$ cat src/rtl/core_run_ctrl_if.sv
// rtl/core_run_ctrl_if.sv - store port, retire strobe and console byte stream for core_run_ctrl
interface core_run_ctrl_if #(
  parameter int ADDR_W = 32,
  parameter int DATA_W = 32
);
  logic              st_valid;
  logic [ADDR_W-1:0] st_addr;
  logic [DATA_W-1:0] st_data;
  logic              retire;
  logic              con_valid;
  logic [7:0]        con_data;
  logic              con_ready;

  // core/bench side: issues stores and retire pulses, consumes console bytes
  modport master (
    output st_valid, st_addr, st_data, retire, con_ready,
    input  con_valid, con_data
  );

  // run controller side
  modport slave (
    input  st_valid, st_addr, st_data, retire, con_ready,
    output con_valid, con_data
  );
endinterface

$ cat src/rtl/core_run_ctrl.sv
// rtl/core_run_ctrl.sv - core reset sequencing, cycle/instret counting, tohost pass/fail/timeout and console FIFO
module core_run_ctrl #(
  parameter int                ADDR_W         = 32,
  parameter int                DATA_W         = 32,
  parameter int                CNT_W          = 32,
  parameter int                RESET_CYCLES   = 4,
  parameter int                TIMEOUT_CYCLES = 90,
  parameter logic [ADDR_W-1:0] TOHOST_ADDR    = 32'h0000_0100,
  parameter logic [ADDR_W-1:0] CONSOLE_ADDR   = 32'h0000_0104,
  parameter int                FIFO_DEPTH     = 8
) (
  input  logic              clk,
  input  logic              rst,
  core_run_ctrl_if.slave    bus,
  output logic              core_rst,
  output logic              running,
  output logic              done,
  output logic              pass,
  output logic              timeout,
  output logic [DATA_W-2:0] fail_code,
  output logic [CNT_W-1:0]  cycle_cnt,
  output logic [CNT_W-1:0]  instret_cnt,
  output logic              con_ovf
);

  localparam int HOLD_W = (RESET_CYCLES > 1) ? $clog2(RESET_CYCLES) : 1;
  localparam int PTR_W  = $clog2(FIFO_DEPTH);

  localparam logic [HOLD_W-1:0] HOLD_LAST = HOLD_W'(RESET_CYCLES - 1);
  localparam logic [CNT_W-1:0]  TMO_LAST  = CNT_W'(TIMEOUT_CYCLES - 1);
  localparam logic              TMO_EN    = (TIMEOUT_CYCLES != 0);
  localparam logic [PTR_W:0]    FIFO_FULL = (PTR_W + 1)'(FIFO_DEPTH);

  typedef enum logic [2:0] {
    HOLD = 3'd0,
    RUN  = 3'd1,
    PASS = 3'd2,
    FAIL = 3'd3,
    TMO  = 3'd4
  } state_t;

  state_t state;
  state_t state_next;

  logic [HOLD_W-1:0] hold_cnt;

  logic              in_run;
  logic              tohost_wr;
  logic              console_wr;
  logic              tmo_hit;

  logic [7:0]        fifo_mem [FIFO_DEPTH];
  logic [PTR_W-1:0]  rd_ptr;
  logic [PTR_W-1:0]  wr_ptr;
  logic [PTR_W:0]    fifo_cnt;
  logic              fifo_full;
  logic              push;
  logic              pop;

  assign in_run     = (state == RUN);
  assign tohost_wr  = in_run && bus.st_valid && (bus.st_addr == TOHOST_ADDR);
  assign console_wr = in_run && bus.st_valid && (bus.st_addr == CONSOLE_ADDR);
  assign tmo_hit    = TMO_EN && in_run && (cycle_cnt == TMO_LAST);

  // A full FIFO still accepts a push when the head is popped on the same edge
  assign fifo_full = (fifo_cnt == FIFO_FULL);
  assign pop       = bus.con_valid && bus.con_ready;
  assign push      = console_wr && (!fifo_full || pop);

  assign bus.con_valid = (fifo_cnt != '0);
  assign bus.con_data  = fifo_mem[rd_ptr];

  // State register
  always_ff @(posedge clk or negedge rst) begin
    if (!rst) begin
      state <= HOLD;
    end else begin
      state <= state_next;
    end
  end

  // Next-state: hold the core in reset, then run until a tohost verdict or timeout
  always_comb begin
    state_next = state;
    unique case (state)
      HOLD: begin
        if (hold_cnt == HOLD_LAST) begin
          state_next = RUN;
        end
      end
      RUN: begin
        // A terminating store takes priority over a coincident timeout
        if (tohost_wr && (bus.st_data == DATA_W'(1))) begin
          state_next = PASS;
        end else if (tohost_wr && bus.st_data[0]) begin
          state_next = FAIL;
        end else if (tmo_hit) begin
          state_next = TMO;
        end
      end
      default: begin
        state_next = state;
      end
    endcase
  end

  // Reset-hold counter, only meaningful while in HOLD
  always_ff @(posedge clk or negedge rst) begin
    if (!rst) begin
      hold_cnt <= '0;
    end else if ((state == HOLD) && (hold_cnt != HOLD_LAST)) begin
      hold_cnt <= hold_cnt + HOLD_W'(1);
    end
  end

  // Registered status outputs, decoded from the state being entered
  always_ff @(posedge clk or negedge rst) begin
    if (!rst) begin
      core_rst  <= 1'b1;
      running   <= 1'b0;
      done      <= 1'b0;
      pass      <= 1'b0;
      timeout   <= 1'b0;
      fail_code <= '0;
    end else begin
      core_rst <= (state_next != RUN);
      running  <= (state_next == RUN);
      done     <= (state_next == PASS) || (state_next == FAIL) || (state_next == TMO);
      pass     <= (state_next == PASS);
      timeout  <= (state_next == TMO);
      if (in_run && (state_next == FAIL)) begin
        fail_code <= bus.st_data[DATA_W-1:1];
      end
    end
  end

  // Saturating cycle and retired-instruction counters, live only in RUN
  always_ff @(posedge clk or negedge rst) begin
    if (!rst) begin
      cycle_cnt   <= '0;
      instret_cnt <= '0;
    end else if (in_run) begin
      if (cycle_cnt != '1) begin
        cycle_cnt <= cycle_cnt + CNT_W'(1);
      end
      if (bus.retire && (instret_cnt != '1)) begin
        instret_cnt <= instret_cnt + CNT_W'(1);
      end
    end
  end

  // Console FIFO storage and pointers; drains in any state
  always_ff @(posedge clk or negedge rst) begin
    if (!rst) begin
      for (int i = 0; i < FIFO_DEPTH; i++) begin
        fifo_mem[i] <= '0;
      end
      rd_ptr   <= '0;
      wr_ptr   <= '0;
      fifo_cnt <= '0;
    end else begin
      if (push) begin
        fifo_mem[wr_ptr] <= bus.st_data[7:0];
        wr_ptr           <= wr_ptr + PTR_W'(1);
      end
      if (pop) begin
        rd_ptr <= rd_ptr + PTR_W'(1);
      end
      unique case ({push, pop})
        2'b10:   fifo_cnt <= fifo_cnt + (PTR_W + 1)'(1);
        2'b01:   fifo_cnt <= fifo_cnt - (PTR_W + 1)'(1);
        default: fifo_cnt <= fifo_cnt;
      endcase
    end
  end

  // Sticky flag for a console byte lost to a full FIFO with no pop
  always_ff @(posedge clk or negedge rst) begin
    if (!rst) begin
      con_ovf <= 1'b0;
    end else if (console_wr && fifo_full && !pop) begin
      con_ovf <= 1'b1;
    end
  end

endmodule

$ cat src/flat_wrapper.sv
// flat-port wrapper written by rule: the top's interface ports become plain ports
module core_run_ctrl_flat 
#(
  parameter int                ADDR_W         = 32,
  parameter int                DATA_W         = 32,
  parameter int                CNT_W          = 32,
  parameter int                RESET_CYCLES   = 4,
  parameter int                TIMEOUT_CYCLES = 90,
  parameter logic [ADDR_W-1:0] TOHOST_ADDR    = 32'h0000_0100,
  parameter logic [ADDR_W-1:0] CONSOLE_ADDR   = 32'h0000_0104,
  parameter int                FIFO_DEPTH     = 8
)
  (clk, rst, core_rst, running, done, pass, timeout, fail_code, cycle_cnt, instret_cnt, con_ovf, bus_st_valid, bus_st_addr, bus_st_data, bus_retire, bus_con_ready, bus_con_valid, bus_con_data);
  core_run_ctrl_if #(.ADDR_W(ADDR_W), .DATA_W(DATA_W)) bus_i ();
  input  logic clk;
  input  logic rst;
  output logic core_rst;
  output logic running;
  output logic done;
  output logic pass;
  output logic timeout;
  output logic [DATA_W-2:0] fail_code;
  output logic [CNT_W-1:0] cycle_cnt;
  output logic [CNT_W-1:0] instret_cnt;
  output logic con_ovf;
  input wire logic [$bits(bus_i.st_valid)-1:0] bus_st_valid;
  input wire logic [$bits(bus_i.st_addr)-1:0] bus_st_addr;
  input wire logic [$bits(bus_i.st_data)-1:0] bus_st_data;
  input wire logic [$bits(bus_i.retire)-1:0] bus_retire;
  input wire logic [$bits(bus_i.con_ready)-1:0] bus_con_ready;
  output wire logic [$bits(bus_i.con_valid)-1:0] bus_con_valid;
  output wire logic [$bits(bus_i.con_data)-1:0] bus_con_data;
  assign bus_i.st_valid = bus_st_valid;
  assign bus_i.st_addr = bus_st_addr;
  assign bus_i.st_data = bus_st_data;
  assign bus_i.retire = bus_retire;
  assign bus_i.con_ready = bus_con_ready;
  assign bus_con_valid = bus_i.con_valid;
  assign bus_con_data = bus_i.con_data;
  core_run_ctrl #(.ADDR_W(ADDR_W), .DATA_W(DATA_W), .CNT_W(CNT_W), .RESET_CYCLES(RESET_CYCLES), .TIMEOUT_CYCLES(TIMEOUT_CYCLES), .TOHOST_ADDR(TOHOST_ADDR), .CONSOLE_ADDR(CONSOLE_ADDR), .FIFO_DEPTH(FIFO_DEPTH)) u_core (.clk(clk), .rst(rst), .bus(bus_i), .core_rst(core_rst), .running(running), .done(done), .pass(pass), .timeout(timeout), .fail_code(fail_code), .cycle_cnt(cycle_cnt), .instret_cnt(instret_cnt), .con_ovf(con_ovf));
endmodule
$ cat config.mk
export PLATFORM = sky130hd
export DESIGN_NAME = core_run_ctrl_flat
export DESIGN_NICKNAME = d
export VERILOG_FILES = /design/src/rtl/core_run_ctrl_if.sv /design/src/rtl/core_run_ctrl.sv /design/src/flat_wrapper.sv
export SDC_FILE = /design/constraint.sdc
export NUM_CORES = 1
export LEC_CHECK = 0
export CAP_MARGIN = 20
export CORE_UTILIZATION = 25
export CTS_BUF_LIST = sky130_fd_sc_hd__clkbuf_8
export DETAILED_ROUTE_END_ITERATION = 7
export HOLD_SLACK_MARGIN = 0.03
export PLACE_DENSITY_LB_ADDON = 0.12
export RECOVER_POWER = 100
export SLEW_MARGIN = 20
export SYNTH_ARGS = -nofsm -noshare
export SYNTH_HDL_FRONTEND = slang
export SYNTH_SLANG_ARGS = --single-unit
$ cat constraint.sdc
create_clock -name clk -period 4.5 [get_ports clk]
set_input_delay 0.45 -clock clk [delete_from_list [all_inputs] [get_ports clk]]
set_output_delay 0.45 -clock clk [all_outputs]
set_load 0.02 [all_outputs]
Yosys cells after proc, flatten, opt, wreduce, memory -nomap -nowiden
Cells that the tools add are included.

word-level totals
  bits in latches = 0
  bits in writable memories = 0
  input bits = 69
  bits in read-only memories = 0
  output and inout bits = 110
  flip-flop bits (word level) = 180
  memories = 0
  word-level logic and storage cells = 87

cells by class
  mux-type cells = 12
  shifts and indexed selects = 0
  equality and inequality tests = 17
  div/mod/pow operators = 0
  bitwise logic cells = 2
  $mul = 0
  magnitude comparators = 3
  reduce and logical (&&, ||, !) cells = 24
  add/subtract/negate cells = 7

operator list
  operator                 number
  $add A32 B1 Y32 const B  2
  $bwmux W64               1
  $eq A32 B9 Y1 const B    2
  $ne A32 B32 Y1 const B   2
  $eq A32 B1 Y1 const B    1
  $eq A32 B7 Y1 const B    1
  $bmux W8 S3              1
  $demux W8 S3             1
  $mux W8                  3
  $logic_and A1 B1 Y1      14
  $mux W3                  4
  $ge A4 B4 Y1 const B     2
  $not A3 Y4               2
  $pmux W4 S2              1
  $add A3 B1 Y3 const B    2
  $eq A3 B1 Y1 const B     2
  $eq A3 B2 Y1 const B     2
  $pmux W3 S2              1
  $add A4 B1 Y4 const B    1
  $eq A2 B2 Y1 const B     2
  $eq A4 B4 Y1 const B     1
  $lt A4 B1 Y1 const B     1
  $reduce_and A2 Y1        2
  $reduce_bool A4 Y1       1
  10 further kinds         13

Depth between registers and ports, before layout
Gate-level depths: netlist (run 1).

  word-level depth = 10
  gate-level depth with buffers = 12

Least setup slack after synthesis (run 1)
Ideal clock, no wire load.

  kind = reg-to-reg
  from = reg u_core.fifo_cnt[0]
  to = reg u_core.fifo_cnt[3]
  path buffers = 0
  stages on the path, launching flop included = 11
  path slack = 1.970 ns
  arrival = 2.405 ns
  cells stage by stage = dfrtp_1 or4_1 nand2_1 inv_1 ha_1 ha_1 a21o_1 a21oi_1 xnor2_1 nor2_1 xor2_1

between the ends
  longest elaborated chain between the ends = 6
  elaborated cells between the ends (all ways) = 12
  classes of those cells = 2 x add/sub; 3 x eq/ne; 1 x mux; 6 x reduce/logical

RTL lines
  what                                                      RTL line              RTL
  from (decl)                                               core_run_ctrl.sv:55   logic [PTR_W:0] fifo_cnt;
  from (signal assigned)                                    core_run_ctrl.sv:170  2'b10: fifo_cnt <= fifo_cnt + (PTR_W + 1)'(1);
  from (signal assigned)                                    core_run_ctrl.sv:171  2'b01: fifo_cnt <= fifo_cnt - (PTR_W + 1)'(1);
  from (signal assigned)                                    core_run_ctrl.sv:172  default: fifo_cnt <= fifo_cnt;
  $reduce_bool A4 Y1 (*)                                    core_run_ctrl.sv:70   assign bus.con_valid = (fifo_cnt != '0);
  net bus_con_valid                                         flat_wrapper.sv:31    output wire logic [$bits(bus_i.con_valid)-1:0] bus_con_valid;
  $logic_and A1 B1 Y1 (*)                                   core_run_ctrl.sv:67   assign pop = bus.con_valid && bus.con_ready;
  net u_core.pop                                            core_run_ctrl.sv:58   logic pop;
  $logic_or A1 B1 Y1                                        core_run_ctrl.sv:68   assign push = console_wr && (!fifo_full || pop);
  $logic_and A1 B1 Y1                                       core_run_ctrl.sv:68
  $eq A2 B1 Y1 / $eq A2 B2 Y1 (equally long branches)       core_run_ctrl.sv:169  unique case ({push, pop})
  $pmux W4 S2 / $reduce_bool A2 Y1 (equally long branches)  -

The timed path passes the listed nets; every way through them passes the cells marked *.
A chain may end at the register's enable or synchronous reset.

Worst setup path in the final report (run 1)
  from = reg u_core.rd_ptr[0]
  to = out bus_con_data[2]

between the ends
  longest elaborated chain between the ends = 4

RTL lines
  what                                        RTL line              RTL
  from (decl)                                 core_run_ctrl.sv:53   logic [PTR_W-1:0] rd_ptr;
  from (signal assigned)                      core_run_ctrl.sv:167  rd_ptr <= rd_ptr + PTR_W'(1);
  $not A3 Y4 (implied by the code)            core_run_ctrl.sv:71   assign bus.con_data = fifo_mem[rd_ptr];
  $bmux W8 S3                                 core_run_ctrl.sv:71
  $mux W8 (implied by the code) (2 in a row)  core_run_ctrl.sv:71
  to (decl)                                   flat_wrapper.sv:32    output wire logic [$bits(bus_i.con_data)-1:0] bus_con_data;

No other way between the ends. The select of a mux whose other input is x is not followed.

==> results.ini, run 1 <==
[outcome]
status = finished with violations
failed_checks = capacitance limit, slew limit

[timing]
fmax_mhz = 296.8
min_period_over_period = 0.7487
worst_pin_slew_ns = 2.715
finalHoldViolCount = 0
fin_skew_ns = 0.02246
final.min_clock_period_ns = 3.369
finalSetupViolCount = 0
rsz0062_at_grt = no
fin_tns_setup_ns = 0
drv_slew = 101
worst_slack_ns = 1.131
slew_headroom = -0.8101

[logic_synthesis]
ys_seq_area_frac = 0.5323
syn_nets = 730
syn_area_sq_mm = 0.008464
synth_cell_types = 56
synth_cells = 651
yosys_warnings = 0
yosys.area_share.adder = 0.01567
yosys.area_share.simple = 0.1542
synthMuxAreaShare = 0.1885
synth_top_family_by_area = multiplexers
synthXorXnorAreaFrac = 0.07243
synth-seq-cells = 180
async_flop_share = 1.000
synth_compound_area_frac = 0.01552
avgSynthCellArea_sq_um = 13.00
synth_edf_count = 0
ys_dominant_reg_cell = dfrtp_1

[place]
place.gp.congestion = 0.7061
dp_slack_ns = 1.121
port_buffers = 178
place.detailed.hpwl_microns = 15720

[finish]
area_growth_pct = 29.74
final_cell_mix = 179 x dfrtp_1, 109 x dlygate4sd3_1, 106 x mux2_2
drive_above_1_share = 0.1945
final_nets = 904
layout_commonest_cell = dfrtp_1
fin_util = 0.3283

[worst_setup_path]
worstSetupEndpointType = output port
critPathMaxFanout = 13
critPathLaunchType = flip-flop
worstPathBufferInverterCount = 2
cp_slowest_cell = dlygate4sd3_1
path_delay_family = buffers and inverters
critPathArrivalTime_ns = 2.92
worstSetupPathType = reg -> out
critical_path.max_stage_delay_ns = 0.66
cp_cell_sequence = buf_4 > mux4_2 > mux2_2 > dlygate4sd3_1
worst_ep_required_time_ns = 4.05

[die]
dieArea_sq_mm = 0.03460
rows = 67
ios = 179
initial_utilization = 0.2531
die_width_microns = 186.0
die_h_microns = 186.0
design.core.area_sq_mm = 0.03345

[clock_tree]
root_buffer = clkbuf_8
cts_buffer_depth = 2
cts-buffers-inserted = 17
cts_tree = built
post_cts_resized = 0
clkSlewWorstSetupHoldPaths_ns = 0.09
clock_sinks = 180
ctsHoldBuffers = 0
cts_setup_buffers = 0
htree_levels = 4
clk_latency_ns = 0.48

[global_route]
grt_overflow = 0
grt_max_degree = 102
grt_pass1_vias = 6191
antenna_found_initial = 1
grt_pass1_wl_microns = 36140
grt.total_usage = 0.1381

[routing]
via_per_inst = 4.549
drt_iter0_drc = 276
final_antenna_net_count = 0
vias = 5855
drc = 0
route.detailed.wl_per_inst_microns = 17.57
dr.pass1.iters = 4
finalWirelength_microns = 22620

[power]
leakage_nw = 5.174
ir_drop_mv = 0.1586
power.density_mw_per_mm2 = 288.1

[hold_path]
hold_path.class = reg -> reg

[flow_run]
cap_viol_max_count = 1

-- through the flow --
stage / total power [mW] / cells / hold WS (ns) / area (sq um)
final: 3.164 / 1287 / 0.4827 / 10980
after global placement: 2.158 / 1254 / 0.4643 / 10730
after global routing: 3.342 / 1286 / 0.4995 / 10980
after floorplan: 1.974 / 651 / 0.1544 / 8464
after detailed placement: 2.158 / 1254 / 0.4655 / 10730
after CTS: 3.242 / 1286 / 0.07508 / 11080
-- sequential cells by signal, indices dropped and copies added, names as in the netlist --
register	flops
u_core.cycle_cnt	32
u_core.fail_code	31
u_core.running	1
u_core.hold_cnt	2
u_core.pass	1
u_core.fifo_cnt	4
u_core.con_ovf	1
u_core.timeout	1
u_core.fifo_mem	64
u_core.core_rst	1
u_core.rd_ptr	3
u_core.instret_cnt	32
u_core.wr_ptr	3
u_core.state	3
u_core.done	1
-- power breakdown --
part / total [mW] / switching, mW / internal, mW
logic: 0.361 / 0.164 / 0.197
registers: 1.75 / 0.0973 / 1.65
clock network: 1.06 / 0.660 / 0.397
total: 3.16 / 0.921 / 2.24
-- cell type report --
type | instances | area (sq um)
fill | 3386 | 22470
sequential | 180 | 4506
multi-input combinational | 432 | 3692
timing repair buffer | 184 | 1827
tap | 448 | 560.5
clock buffer | 17 | 234.0
clock inverter | 15 | 122.6
inverter | 10 | 37.54
antenna | 1 | 2.502
-- Yosys cell counts (all sizes together) (10+ instances only) --
library cell / instances / share of area
dfrtp: 179 / 0.53
nor2: 14 / 0.0062
mux2: 107 / 0.14
xnor2: 57 / 0.059
clkbuf: 14 / 0.0062
buf: 15 / 0.011
and3: 21 / 0.016
inv: 10 / 0.0044
xor2: 13 / 0.013
nand4: 45 / 0.037
nand2: 25 / 0.011
nand3: 27 / 0.017
and4: 10 / 0.010
nor4: 24 / 0.020
mux4: 16 / 0.043
nor3: 16 / 0.010
-- cells by family (layout without fill, tap and decap cells) --
| family | Yosys count | count (layout) |
|---|---|---|
| simple gates | 209 | 209 |
| flops | 180 | 180 |
| mux | 126 | 126 |
| xor+xnor | 70 | 70 |
| buf+inv | 39 | 226 |
| compound gates | 17 | 17 |
| fa+ha+maj | 10 | 10 |
| other cells | 0 | 1 |
-- worst reg2reg max path, cell delays in order, from the launching register on --
cell and delay, ns:
dfrtp_1 0.52, nor3b_1 0.52, nand3_1 0.17, nor3_1 0.20
clkbuf_1 0.46, o2111a_2 0.96, mux2_2 0.43
-- metal layers --
layer / routed length [microns] / GRT usage / share of wire / vias up
li1: - / - / - / 2772
met1: 10300 / 0.1781 / 0.46 / 2956
met2: 11010 / 0.2284 / 0.49 / 107
met3: 1046 / 0.03737 / 0.046 / 18
met4: 243 / 0.03311 / 0.011 / 2
met5: 13 / 0 / 0.00057 / -
-- path summary, 6_finish.rpt --
kind / from / to / slack [ns] / depth (start not counted)
worst min register to register: u_core.fifo_cnt[3] / u_core.fifo_cnt[3] / 0.48 / 1
worst max-delay path: u_core.rd_ptr[0] / bus_con_data[2] / 1.13 / 4
worst min-delay path: u_core.fifo_cnt[3] / u_core.fifo_cnt[3] / 0.48 / 1
max in group asynchronous: rst / u_core.instret_cnt[16] / 2.07 / 1
min in group asynchronous: rst / u_core.fifo_cnt[0] / 0.77 / 1
worst max register to register: u_core.state[0] / u_core.fail_code[17] / 1.13 / 6
Note: power is estimated with default switching activity, not from simulation.
==> run 2: changes to the inputs <==
Clock period 4.5 ns to 3.5 ns, I/O delays scaled along.
==> run 2 against run 1 <==
  * The run still ends with capacitance limit, slew limit left
  * Combinational power rose by 51%
  * Clock-buffer cell count up 2
  * Die area unchanged
  * Power up 39%
  * Sequential cell count is the same
  * Global-route usage grew 0.17 points
  * Final cell count increased by 1.0%
  * Non-clock buffer count grew 14
  * Critical path type is now reg -> reg
==> results.ini, run 2 (same netlist as run 1, synthesis figures left out) <==
[timing]
min_period_over_period = 0.8623
fin_tns_setup_ns = 0
worst_pin_slew_ns = 2.423
rsz0062_at_grt = no
drv_slew = 97
slew_headroom = -0.6152
finalHoldViolCount = 0
fin_skew_ns = 0.01291
finalSetupViolCount = 0
fin_hold_ws_ns = 0.4911
final.min_clock_period_ns = 3.018
fmax_mhz = 331.3

[worst_setup_path]
worstSetupEndpointType = flip-flop
worst_ep_required_time_ns = 3.88
ff2ff_path_depth = 6
critPathMaxFanout = 5
critPathLaunchType = flip-flop
critPathArrivalTime_ns = 3.40
worstSetupPathType = reg -> reg

[routing]
dr.pass1.iters = 4
route.detailed.wl_per_inst_microns = 17.64
final_antenna_net_count = 0
via_per_inst = 4.501
drc = 0
finalWirelength_microns = 22930
drt_iter0_drc = 180
vias = 5851

[die]
ios = 179
design.core.area_sq_mm = 0.03345
dieArea_sq_mm = 0.03460
rows = 67
initial_utilization = 0.2531
die_h_microns = 186.0
die_width_microns = 186.0

[clock_tree]
cts-buffers-inserted = 17
cts_buffer_depth = 2
cts_setup_buffers = 0
clock_sinks = 180
clkSlewWorstSetupHoldPaths_ns = 0.11
htree_levels = 4
root_buffer = clkbuf_8
cts_tree = built
clk_latency_ns = 0.49

[power]
power.switching_mw = 1.140
power_frac_seq = 0.494
intPower_mw = 3.274
p_comb_frac = 0.123
netSwitchingFraction = 0.2582
power.density_mw_per_mm2 = 394.9
clock_power_share = 0.383
ir_drop_mv = 0.2467
leakage_nw = 5.260

[finish]
nFillCells = 3381
final_nets = 918
largest_reg_flops = 64
final_area_sq_mm = 0.01118
top_register = u_core.fifo_mem
largestRegisters = u_core.fifo_mem (64), u_core.cycle_cnt (32), u_core.instret_cnt (32)
fin_util = 0.3342
area_growth_pct = 32.05
drive_above_1_share = 0.2019
layout_commonest_cell = dfrtp_1
antenna_cells = 0
final_cell_mix = 179 x dfrtp_1, 106 x mux2_2, 105 x dlygate4sd3_1

[place]
port_buffers = 178
place.detailed.hpwl_microns = 16220
place.gp.congestion = 0.7254
placed_cell_area_sq_mm = 0.01082

[global_route]
grt_pass1_wl_microns = 36270
grt_overflow = 0
grt_pass1_vias = 6175
grt.total_usage = 0.1398
grt_max_degree = 91
antenna_found_initial = 1

[hold_path]
hold_path_depth = 1
hold_path.class = reg -> reg

[outcome]
failed_checks = capacitance limit, slew limit
status = finished with violations

[flow_run]
cap_viol_max_count = 2

run 2: cell count changes in the layout (fill, tap and decap cells not counted), sizes merged:
| cell | change |
|---|---|
| clkdlybuf4s50 | +5 |
| clkbuf | +8 |
| dlygate4sd3 | -4 |
| inv | -7 |
| bufinv | +5 |
| buf | +7 |
| diode | -1 |
run 2: timing repair:
item / 4_1_cts / 5_1_grt
setup endpoints to repair: 0 / 0
gates resized for setup: 0 / 0
hold buffers: 1 / 0
endpoints found under the hold margin: 84 / 0
run 2: worst max-delay path, cell delays in order, from the launching register on:
cell and delay, ns:
dfrtp_1 0.46, ha_1 0.26, and3_1 0.22, and4_1 0.24, a2111oi_0 1.30, nand4_1 0.25, xnor2_1 0.19
run 2: layer usage:
| layer | GRT usage | vias up | routed length [microns] |
|---|---|---|---|
| met5 | 0 | - | 13 |
| met4 | 0.04328 | 2 | 261 |
| met3 | 0.03874 | 16 | 1060 |
| met2 | 0.2242 | 94 | 11050 |
| met1 | 0.1817 | 2952 | 10540 |
| li1 | - | 2787 | - |
run 2: through the flow:
| stage | power [mW] | cells | setup WS (ns) |
|---|---|---|---|
| 5_1_grt | 4.647 | 1300 | 0.2781 |
| 3_5_place_dp | 2.798 | 1267 | 0.4831 |
| 6_report | 4.414 | 1300 | 0.4818 |
| 2_1_floorplan | 2.538 | 651 | 0.9697 |
| 4_1_cts | 4.523 | 1300 | 0.6006 |
| 3_3_place_gp | 2.798 | 1267 | 0.5261 |
run 2: path summary, 6_finish.rpt:
check / start / to / slack, ns
min reg2reg: u_core.hold_cnt[0] / u_core.hold_cnt[0] / 0.49
max: u_core.cycle_cnt[0] / u_core.cycle_cnt[31] / 0.48
max in group asynchronous: rst / u_core.cycle_cnt[28] / 0.83
min in group asynchronous: rst / u_core.fifo_cnt[0] / 1.13
min: u_core.hold_cnt[0] / u_core.hold_cnt[0] / 0.49
max reg2reg: u_core.cycle_cnt[0] / u_core.cycle_cnt[31] / 0.48
run 2: cell type report:
type                            count  area (sq um)  area share
Tap cell                          448         560.5     0.05015
Clock inverter                     13         205.2     0.01836
Inverter                           10         37.54    0.003358
Multi-Input combinational cell    432          3691      0.3302
Sequential cell                   180          4506      0.4031
Clock buffer                       19         261.5     0.02340
Timing Repair Buffer              198          1916      0.1714
run 2: power by group through the flow:
stage | Sequential, mW | Combinational (mW) | Clock [mW]
3_3_place_gp | 2.23 | 0.571 | 0
6_report | 2.18 | 0.545 | 1.69
3_5_place_dp | 2.23 | 0.573 | 0
5_1_grt | 2.19 | 0.612 | 1.84
4_1_cts | 2.18 | 0.574 | 1.77
2_1_floorplan | 2.19 | 0.350 | 0
